--- src/rtl/rou_sched.sv ---
// Ring output scheduler: shares one downstream link between ring pass-through
// and two local requesters, with starvation relief and busy backoff/retry.
module rou_sched #(
    parameter int DWID    = 128,
    parameter int AWID    = 32,
    parameter int CWID    = 8,
    parameter int WID     = 2 + DWID + AWID + CWID,
    parameter int STARVE  = 4,
    parameter int BACKOFF = 3
) (
    input  logic           clk,
    input  logic           rst_n,
    input  logic [WID-1:0] rou_in,
    output logic [2:0]     ack_in,
    output logic [WID-1:0] rou_out,
    input  logic [2:0]     ack_out,
    input  logic [WID-1:0] loc0_flit,
    input  logic [WID-1:0] loc1_flit,
    input  logic           loc0_vld,
    input  logic           loc1_vld,
    output logic           loc0_gnt,
    output logic           loc1_gnt,
    output logic           err_drop
);

    localparam int SW = (STARVE < 1) ? 1 : $clog2(STARVE + 1);
    localparam int BW = (BACKOFF < 1) ? 1 : $clog2(BACKOFF + 1);
    localparam logic [SW-1:0] STARVE_MAX = SW'(STARVE);
    localparam logic [BW-1:0] BACKOFF_LD = BW'(BACKOFF);

    typedef enum logic [1:0] {
        S_IDLE,
        S_SEND,
        S_BACKOFF
    } state_t;

    state_t         state;
    logic [SW-1:0]  starve_cnt;
    logic [BW-1:0]  bo_cnt;
    logic           rr_next;
    logic [WID-1:0] hold;

    logic [1:0] ring_kind;
    logic       ring_cand;
    logic       loc_any;
    logic       force_loc;
    logic       grant_ring;
    logic       grant_loc;
    logic       pick_loc1;

    always_comb begin
        ring_kind  = rou_in[WID-1:WID-2];
        ring_cand  = ring_kind[1] ^ ring_kind[0];
        loc_any    = loc0_vld | loc1_vld;
        force_loc  = loc_any && (starve_cnt == STARVE_MAX);
        grant_ring = (state == S_IDLE) && ring_cand && !force_loc;
        grant_loc  = (state == S_IDLE) && loc_any && !grant_ring;
        // rr_next names the local favoured when both are waiting
        pick_loc1  = loc1_vld && (!loc0_vld || rr_next);
    end

    always_ff @(posedge clk or negedge rst_n) begin
        if (!rst_n) begin
            state      <= S_IDLE;
            rou_out    <= '0;
            ack_in     <= '0;
            loc0_gnt   <= 1'b0;
            loc1_gnt   <= 1'b0;
            err_drop   <= 1'b0;
            starve_cnt <= '0;
            bo_cnt     <= '0;
            rr_next    <= 1'b0;
            hold       <= '0;
        end else begin
            loc0_gnt <= 1'b0;
            loc1_gnt <= 1'b0;
            err_drop <= 1'b0;

            case (ring_kind)
                2'b00:   ack_in <= 3'b000;
                2'b11:   ack_in <= 3'b100;
                default: ack_in <= grant_ring ? 3'b001 : 3'b010;
            endcase

            case (state)
                S_IDLE: begin
                    if (grant_ring) begin
                        rou_out <= rou_in;
                        state   <= S_SEND;
                        if (loc_any && (starve_cnt != STARVE_MAX))
                            starve_cnt <= starve_cnt + 1'b1;
                    end else if (grant_loc) begin
                        rou_out    <= pick_loc1 ? loc1_flit : loc0_flit;
                        loc0_gnt   <= !pick_loc1;
                        loc1_gnt   <= pick_loc1;
                        rr_next    <= !pick_loc1;
                        starve_cnt <= '0;
                        state      <= S_SEND;
                    end
                end
                S_SEND: begin
                    if (ack_out[2]) begin
                        rou_out  <= '0;
                        hold     <= '0;
                        err_drop <= 1'b1;
                        state    <= S_IDLE;
                    end else if (ack_out[0]) begin
                        rou_out <= '0;
                        hold    <= '0;
                        state   <= S_IDLE;
                    end else if (ack_out[1]) begin
                        hold    <= rou_out;
                        rou_out <= '0;
                        bo_cnt  <= BACKOFF_LD;
                        state   <= S_BACKOFF;
                    end
                end
                S_BACKOFF: begin
                    // re-drive on the edge where the count would reach zero
                    if (bo_cnt <= BW'(1)) begin
                        rou_out <= hold;
                        bo_cnt  <= '0;
                        state   <= S_SEND;
                    end else begin
                        bo_cnt <= bo_cnt - 1'b1;
                    end
                end
                default: state <= S_IDLE;
            endcase
        end
    end

endmodule

--- config.mk ---
export PLATFORM = sky130hd
export DESIGN_NAME = rou_sched
export DESIGN_NICKNAME = d
export VERILOG_FILES = /design/src/rtl/rou_sched.sv
export SDC_FILE = /design/constraint.sdc
export NUM_CORES = 1
export LEC_CHECK = 0
export CORE_AREA = 2 2 273 275
export CTS_CLUSTER_DIAMETER = 40
export DETAILED_ROUTE_END_ITERATION = 12
export DIE_AREA = 0 0 275 277
export PLACE_DENSITY_LB_ADDON = 0.15
export REMOVE_ABC_BUFFERS = 1
export SLEW_MARGIN = 10
export SYNTH_ARGS = -nofsm -noshare
export SYNTH_HDL_FRONTEND = slang
export SYNTH_SLANG_ARGS = --single-unit
--- constraint.sdc ---
create_clock -name clk -period 4.95 [get_ports clk]
set_input_delay 0.99 -clock clk [delete_from_list [all_inputs] [get_ports clk]]
set_output_delay 0.99 -clock clk [all_outputs]
set_load 0.01 [all_outputs]
# Yosys cells after proc, flatten, opt, wreduce, memory -nomap -nowiden
# Index checks and enable logic that the tools add are counted.
[totals]
reg_bits = 354
in_bits = 517
output_inout_bits = 176
elab_cells = 88
[classes]
addsub = 2
n_lt_le_gt_ge = 1
n_eq_ne = 12
muxes = 36
bitwise = 3
n_reduce_logical = 24
[ops]
columns = ["cell", "count"]
rows = [
  ["$mux W170", 10],
  ["$pmux W170 S3", 1],
  ["$mux W2", 11],
  ["$mux W3", 3],
  ["$reduce_and A3 Y1", 3],
  ["$mux W1", 8],
  ["$ne A2 B2 Y1 const B", 4],
  ["$reduce_and A4 Y1", 2],
  ["$logic_and A1 B1 Y1", 7],
  ["$ne A3 B3 Y1 const B", 2],
  ["$pmux W2 S3", 1],
  ["$pmux W3 S2", 1],
  ["$reduce_bool A3 Y1", 2],
  ["$eq A2 B2 Y1 const B", 2],
  ["$logic_not A1 Y1", 4],
  ["$logic_not A2 Y1", 2],
  ["$ne A4 B4 Y1 const B", 1],
  ["$pmux W2 S2", 1],
  ["$reduce_bool A2 Y1", 2],
  ["$add A3 B1 Y3 const B", 1],
  ["$eq A3 B3 Y1 const B", 1],
  ["$eq A2 B1 Y1 const B", 1],
  ["$le A2 B1 Y1 const B", 1],
  ["$ne A2 B1 Y1 const B", 1],
  ["6 further kinds", 6],
]

# Logic depth before layout (Yosys ltp)
# Gate-level depths: netlist (run 1).
[depth]
word_depth = 9
mapped_depth = 10
ltp_nobuf = 7

# Least setup slack after synthesis (run 1)
# OpenSTA, ideal clock, no wires.
[synth_timing]
kind = "input port to flip-flop"
startpoint = "in rou_in[168]"
endpoint = "reg rou_out[0]"
arrival_time_ps = 2624
slack_ps = 2197
path_stages = 8
cell_sequence = "ha_1 -> or4b_4 -> and3_1 -> clkbuf_1 -> buf_6 -> buf_6 -> nor2_1 -> a21oi_1"
[synth_via]
elab_chain_len = 7
[synth_lines]
columns = ["item", "line", "source"]
rows = [
  ["start, declared", "13", "input logic [WID-1:0] rou_in,"],
  ["$xor A1 B1 Y1 *", "53", "ring_cand = ring_kind[1] ^ ring_kind[0];"],
  ["$logic_and A1 B1 Y1 * (2 in a row)", "56", "grant_ring = (state == S_IDLE) && ring_cand && !force_loc;"],
  ["$logic_not A1 Y1", "57", "grant_loc = (state == S_IDLE) && loc_any && !grant_ring;"],
  ["$logic_and A1 B1 Y1", "57", ""],
  ["$ne A3 B3 Y1 (no line)", "-", ""],
  ["$reduce_and A4 Y1 (no line)", "-", ""],
  ["end signal, assigned", "88", "rou_out <= rou_in;"],
  ["end signal, assigned", "93", "rou_out <= pick_loc1 ? loc1_flit : loc0_flit;"],
  ["end signal, assigned", "121", "rou_out <= hold;"],
  ["end, declared", "15", "output logic [WID-1:0] rou_out,"],
]
# Mark *: on every way between the ends. The rest lies on a longest branch, timed or not.
# A chain may end at the register's enable or synchronous reset.

# Worst setup path in the final report (run 1)
[layout_timing]
startpoint = "in rou_in[168]"
endpoint = "reg rou_out[78]"
# Same word-level chain as after synthesis.

==> results.json, run 1 <==
{
  "hpwl_um": 50400,
  "port_buffers": 692,
  "grt_pass1_wl_um": 113000,
  "fin_area_um2": 28000,
  "status": "finished clean",
  "hold_viol": 0,
  "fin_nets": 2928,
  "setup_viol": 0,
  "track_usage": 0.191,
  "root_buffer": "clkbuf_16",
  "drive_gt1_frac": 0.0636,
  "die_w_um": 275,
  "hold_class": "primary input to async pin",
  "drt_iter0_drc": 965,
  "fmax_ghz": 0.310,
  "hold_buffers": 0,
  "cts_setup_buffers": 0,
  "yosysWarnings": 0,
  "numCtsBuffers": 69,
  "cts_tree": "yes",
  "finalClockSkew_ns": 0.0161,
  "period_minus_slack_ns": 3.23,
  "placed_area_um2": 25600,
  "synth-edff-count": 0,
  "synthTopCellsByArea": "dfrtp_1 50%, a221oi_1 8.4%, a22o_1 8.3%",
  "crit_required_ns": 5.45,
  "ff_latch_area_um2": 8860,
  "critPathKind": "primary input to flip-flop",
  "fin_cells": 3427,
  "num_io_pins": 693,
  "syn_area_per_cell_um2": 9.82,
  "crit_chain": "clkdlybuf4s50_1 -> ha_1 -> or4b_4 -> nand3_4 -> buf_4 -> a221oi_1 -> a21oi_1",
  "dp.cells": 3302,
  "yosys.area.top_type": "dfrtp_1",
  "yosysTopAreaCellShare": 0.497,
  "overflow": 0,
  "critPathTopFamily": "simple AND/OR/NAND/NOR gates",
  "wl_um": 75200,
  "critical-path-max-stage-delay_ns": 0.61,
  "synth_common_cells": "354 x dfrtp_1, 177 x o21ai_0, 173 x a21oi_1, 173 x nor2_1, 172 x and3_1",
  "fp.dieH_um": 277,
  "core_um2": 73600,
  "maxSlewHeadroom": 0.370,
  "clock-sinks": 354,
  "drc": 0,
  "drv_slew": 0,
  "fillers": 7222,
  "power_density_nw_per_um2": 549,
  "ant_nets": 0,
  "viasPerCell": 5.06,
  "rsz0062_at_grt": "false",
  "gp_congestion": 0.826,
  "rows": 100,
  "grt_max_degree": 200,
  "antenna_found_initial": 10,
  "synthesis.area_um2": 17800,
  "period_share": 0.653,
  "grt_pass1_vias": 18053,
  "syn2layout_area_growth_pct": 57.1,
  "cts_resized": 0,
  "synth_most_common_cell": "dfrtp_1",
  "drtPass1Iterations": 5,
  "p_leak_nw": 11.9,
  "cp.arrival_ns": 3.73,
  "yosys_register_bits": 354,
  "cts.clk_slew.worst_paths_ns": 0.04,
  "clock_path_buffers": 3,
  "tightest_slew_ns": 0.945,
  "ys.flop_type": "dfrtp_1",
  "multi_input_area_um2": 8110,
  "cpMaxStageDelayCell": "or4b_4",
  "die_area_um2": 76200,
  "end_kind": "flip-flop",
  "initial_core_util": 0.242,
  "critPathLaunchType": "primary input",
  "clk_latency_ns": 0.58,
  "cts_max_level": 3,
  "wl_per_cell_um": 21.9,
  "ir_drop_mv": 0.327,
  "critical_path.max_fanout": 38,
  "synth_cell_type_count": 34,
  "cap_violations": 0,
  "ys_seq_area_frac": 0.497,
  "crit_buf_inv": 2,
  "async_flop_share": 1.00,
  "vias": 17327,
  "syn_inst": 1815
}
## final timing paths
kind	startpoint	slack [ns]	cells after the start	end
setup / recovery	rou_in[168]	1.72	7	rou_out[78]
hold / removal	rst_n	0.44	1	hold[124]
setup reg to reg	state[0]	2.14	7	rou_out[79]
hold reg to reg	hold[151]	0.50	1	hold[151]
max in group asynchronous	rst_n	3.43	2	rou_out[169]
min in group clk	hold[151]	0.50	1	hold[151]
## cell type report
class,count,area share
Timing Repair Buffer,724,0.264
Sequential cell,354,0.316
Clock buffer,88,0.0689
Tap cell,969,0.0433
Antenna cell,5,0.000447
Multi-Input combinational cell,1247,0.289
Inverter,8,0.00107
Clock inverter,32,0.0173
## cells in the final DEF (no fill, tap or decap), types with 9 or more instances in the layout
master           instances
a21boi_0               170
a21oi_1                173
a221oi_1               170
a22o_1                 169
and3_1                 170
buf_12                  17
buf_4                   15
bufinv_16                9
clkbuf_16               70
clkbuf_8                12
clkdlybuf4s50_1        690
dfrtp_1                354
nand2_1                 10
nor2_1                 173
o21ai_0                177
## metrics by stage
stage                     setup slack (ns)  TNS [ns]  utilization  total power [mW]  hold WS, ns
after floorplan                      -6.52  -1369.57            -              7.42        0.451
after global placement                1.13         0        0.348              10.5        0.483
after detailed placement              1.08         0        0.348              10.7        0.482
after CTS                             1.72         0        0.381              15.6        0.465
after global routing                  1.56         0        0.381              16.3        0.483
final                                 1.72         0        0.381              15.4        0.440
## per-layer routing
metal,part of all wire,vias up,track usage
met1,0.40,8563,0.230
met5,0.0011,-,0
met3,0.067,117,0.0459
met2,0.51,529,0.333
met4,0.025,12,0.0608
li1,-,8106,-
## flip-flops by register name (all words and copies together), names as in the netlist
register and count:
ack_in 3, bo_cnt 2, err_drop 1, hold 170, loc0_gnt 1, loc1_gnt 1, rou_out 170, rr_next 1
starve_cnt 3, state 2
## power breakdown
| part | leakage, nW | switching [mW] | internal (mW) |
|---|---|---|---|
| Sequential | 4.65 | 0.700 | 3.84 |
| Combinational | 6.09 | 3.22 | 2.75 |
| Clock | 1.17 | 1.63 | 3.24 |
| Total | 11.9 | 5.55 | 9.82 |
## cells by family after synthesis
kind of cell,Yosys count,share of synthesized area
AND/OR/NAND/NOR,371,0.105
adder cells (fa/ha/maj),7,0.00491
flip-flops,354,0.497
AO/OA/AOI/OAI,869,0.341
buffers and inverters,214,0.0521
Note: power is estimated with default switching activity, not from simulation.
==> run 2: changes to the inputs <==
==> constraint.sdc (replaced) <==
create_clock -name clk -period 3 [get_ports clk]
set_input_delay 0.6 -clock clk [delete_from_list [all_inputs] [get_ports clk]]
set_output_delay 0.6 -clock clk [all_outputs]
set_load 0.01 [all_outputs]
==> results.json, run 2 (same netlist as run 1, synthesis figures left out) <==
{
  "hold_buffers": 0,
  "critical-path-max-stage-delay_ns": 0.58,
  "die_w_um": 275,
  "fp.dieH_um": 277,
  "hold_class": "primary input to async pin",
  "wl_per_cell_um": 21.7,
  "period_share": 0.798,
  "p_comb_frac": 0.407,
  "drc": 0,
  "mostFrequentLayoutCell": "clkdlybuf4s50_1",
  "cts_setup_buffers": 0,
  "numCtsBuffers": 67,
  "r2r_setup_slack_ns": 0.61,
  "crit_required_ns": 3.46,
  "root_buffer": "clkbuf_16",
  "wl_met1_um": 30700,
  "multi_input_area_um2": 8110,
  "period_minus_slack_ns": 2.39,
  "ff_latch_area_um2": 8860,
  "top_layer_used": "met5",
  "final_cell_mix": "690 x clkdlybuf4s50_1, 354 x dfrtp_1, 177 x o21ai_0",
  "ant_nets": 0,
  "drv_slew": 0,
  "cp.arrival_ns": 2.86,
  "drive_gt1_frac": 0.0795,
  "wl_met2_um": 37700,
  "fin_cells": 3465,
  "setup_ws_ns": 0.605,
  "p_int_mw": 15.7,
  "ir_drop_mv": 0.470,
  "rows": 100,
  "rr_endpoint": "rou_out[29]",
  "end_kind": "flip-flop",
  "r2r-start": "state[1]",
  "setup_viol": 0,
  "seqPwrFrac": 0.299,
  "finalClockSkew_ns": 0.0231,
  "power_density_nw_per_um2": 884,
  "p_leak_nw": 12.1,
  "viasPerCell": 5.09,
  "p_clk_frac": 0.294,
  "gp_congestion": 0.808,
  "core_um2": 73600,
  "cap_violations": 0,
  "cts_resized": 0,
  "rsz0062_at_grt": "false",
  "critical_path.max_fanout": 53,
  "place_ws_ns": 0.119,
  "wl_um": 75300,
  "port_buffers": 692,
  "initial_core_util": 0.242,
  "p_sw_frac": 0.372,
  "r2r.worst_path.cells": 7,
  "power_switching_mw": 9.33,
  "dr_wl_met3_um": 5050,
  "cts_tree": "yes",
  "crit_chain": "inv_1 -> ha_1 -> or4b_1 -> and3_4 -> buf_12 -> nor2_1 -> a21oi_1",
  "die_area_um2": 76200,
  "clock-sinks": 354,
  "cts_max_level": 3,
  "clk_latency_ns": 0.60,
  "grt_pass1_wl_um": 112000,
  "track_usage": 0.191,
  "grt_pass1_vias": 17778,
  "antenna_found_initial": 12,
  "cts.clk_slew.worst_paths_ns": 0.05,
  "vias": 17637,
  "fin_nets": 2963,
  "critPathLaunchType": "flip-flop",
  "overflow": 0,
  "dp.cells": 3339,
  "drt_iter0_drc": 1087,
  "status": "finished clean",
  "clock_path_buffers": 3,
  "cpMaxStageDelayCell": "or4b_1",
  "fmax_ghz": 0.418,
  "reg.largest.list": "hold (170), rou_out (170)",
  "grt_max_degree": 135,
  "fillers": 7194,
  "critPathKind": "flip-flop to flip-flop",
  "p_total_mw": 25.1,
  "hpwl_um": 52400,
  "syn2layout_area_growth_pct": 59.0,
  "drtPass1Iterations": 5,
  "tightest_slew_ns": 0.712,
  "hold_viol": 0,
  "num_io_pins": 693,
  "maxSlewHeadroom": 0.525
}
-- run 2: worst max-delay path, delay by kind of cell (launching register included) --
kind            cells  cell delay [ns]
simple gates        3             1.06
flops               1             0.41
compound gates      1             0.06
fa+ha+maj           1             0.34
buf+inv             2             0.31
-- run 2: layout make-up --
cell class / count / share of cell area
timing repair buffer: 761 / 0.278
multi-input combinational: 1247 / 0.286
inverter: 8 / 0.00106
tap: 969 / 0.0428
antenna: 5 / 0.000441
clock buffer: 81 / 0.0653
clock inverter: 40 / 0.0141
sequential: 354 / 0.313
-- run 2: metrics by stage --
step                hold slack (ns)   TNS, ns   util  area (µm²)
CTS                          0.0113         0  0.385       28300
global placement              0.470         0  0.355       26100
floorplan                     0.304  -1906.74      -       16900
finish                       0.0110         0  0.385       28300
global route                 0.0275         0  0.385       28300
detailed placement            0.481         0  0.355       26100
-- run 2: worst max-delay path by stage --
stage	startpoint	to	slack, ns	depth (start not counted)
floorplan	ack_out[0]	hold[169]	-8.08	2
global placement	rou_in[168]	rou_out[69]	0.12	7
detailed placement	rou_in[168]	rou_out[23]	0.12	7
CTS	state[1]	rou_out[107]	0.65	7
global route	state[0]	rou_out[29]	0.49	7
finish	state[1]	rou_out[29]	0.61	7
-- run 2: layer usage --
layer	global-route usage	up-vias
met3	0.0464	113
met4	0.0633	14
met1	0.232	8755
met5	0	-
met2	0.328	573
li1	-	8182
-- run 2: power by group through the flow --
stage          Combinational, mW  Clock [mW]  Sequential, mW
6_report                    10.2        7.38            7.49
5_1_grt                     11.1        7.80            7.71
4_1_cts                     10.4        7.56            7.49
3_5_place_dp                10.4           0            7.53
3_3_place_gp                10.3           0            7.48
2_1_floorplan               4.17           0            7.75
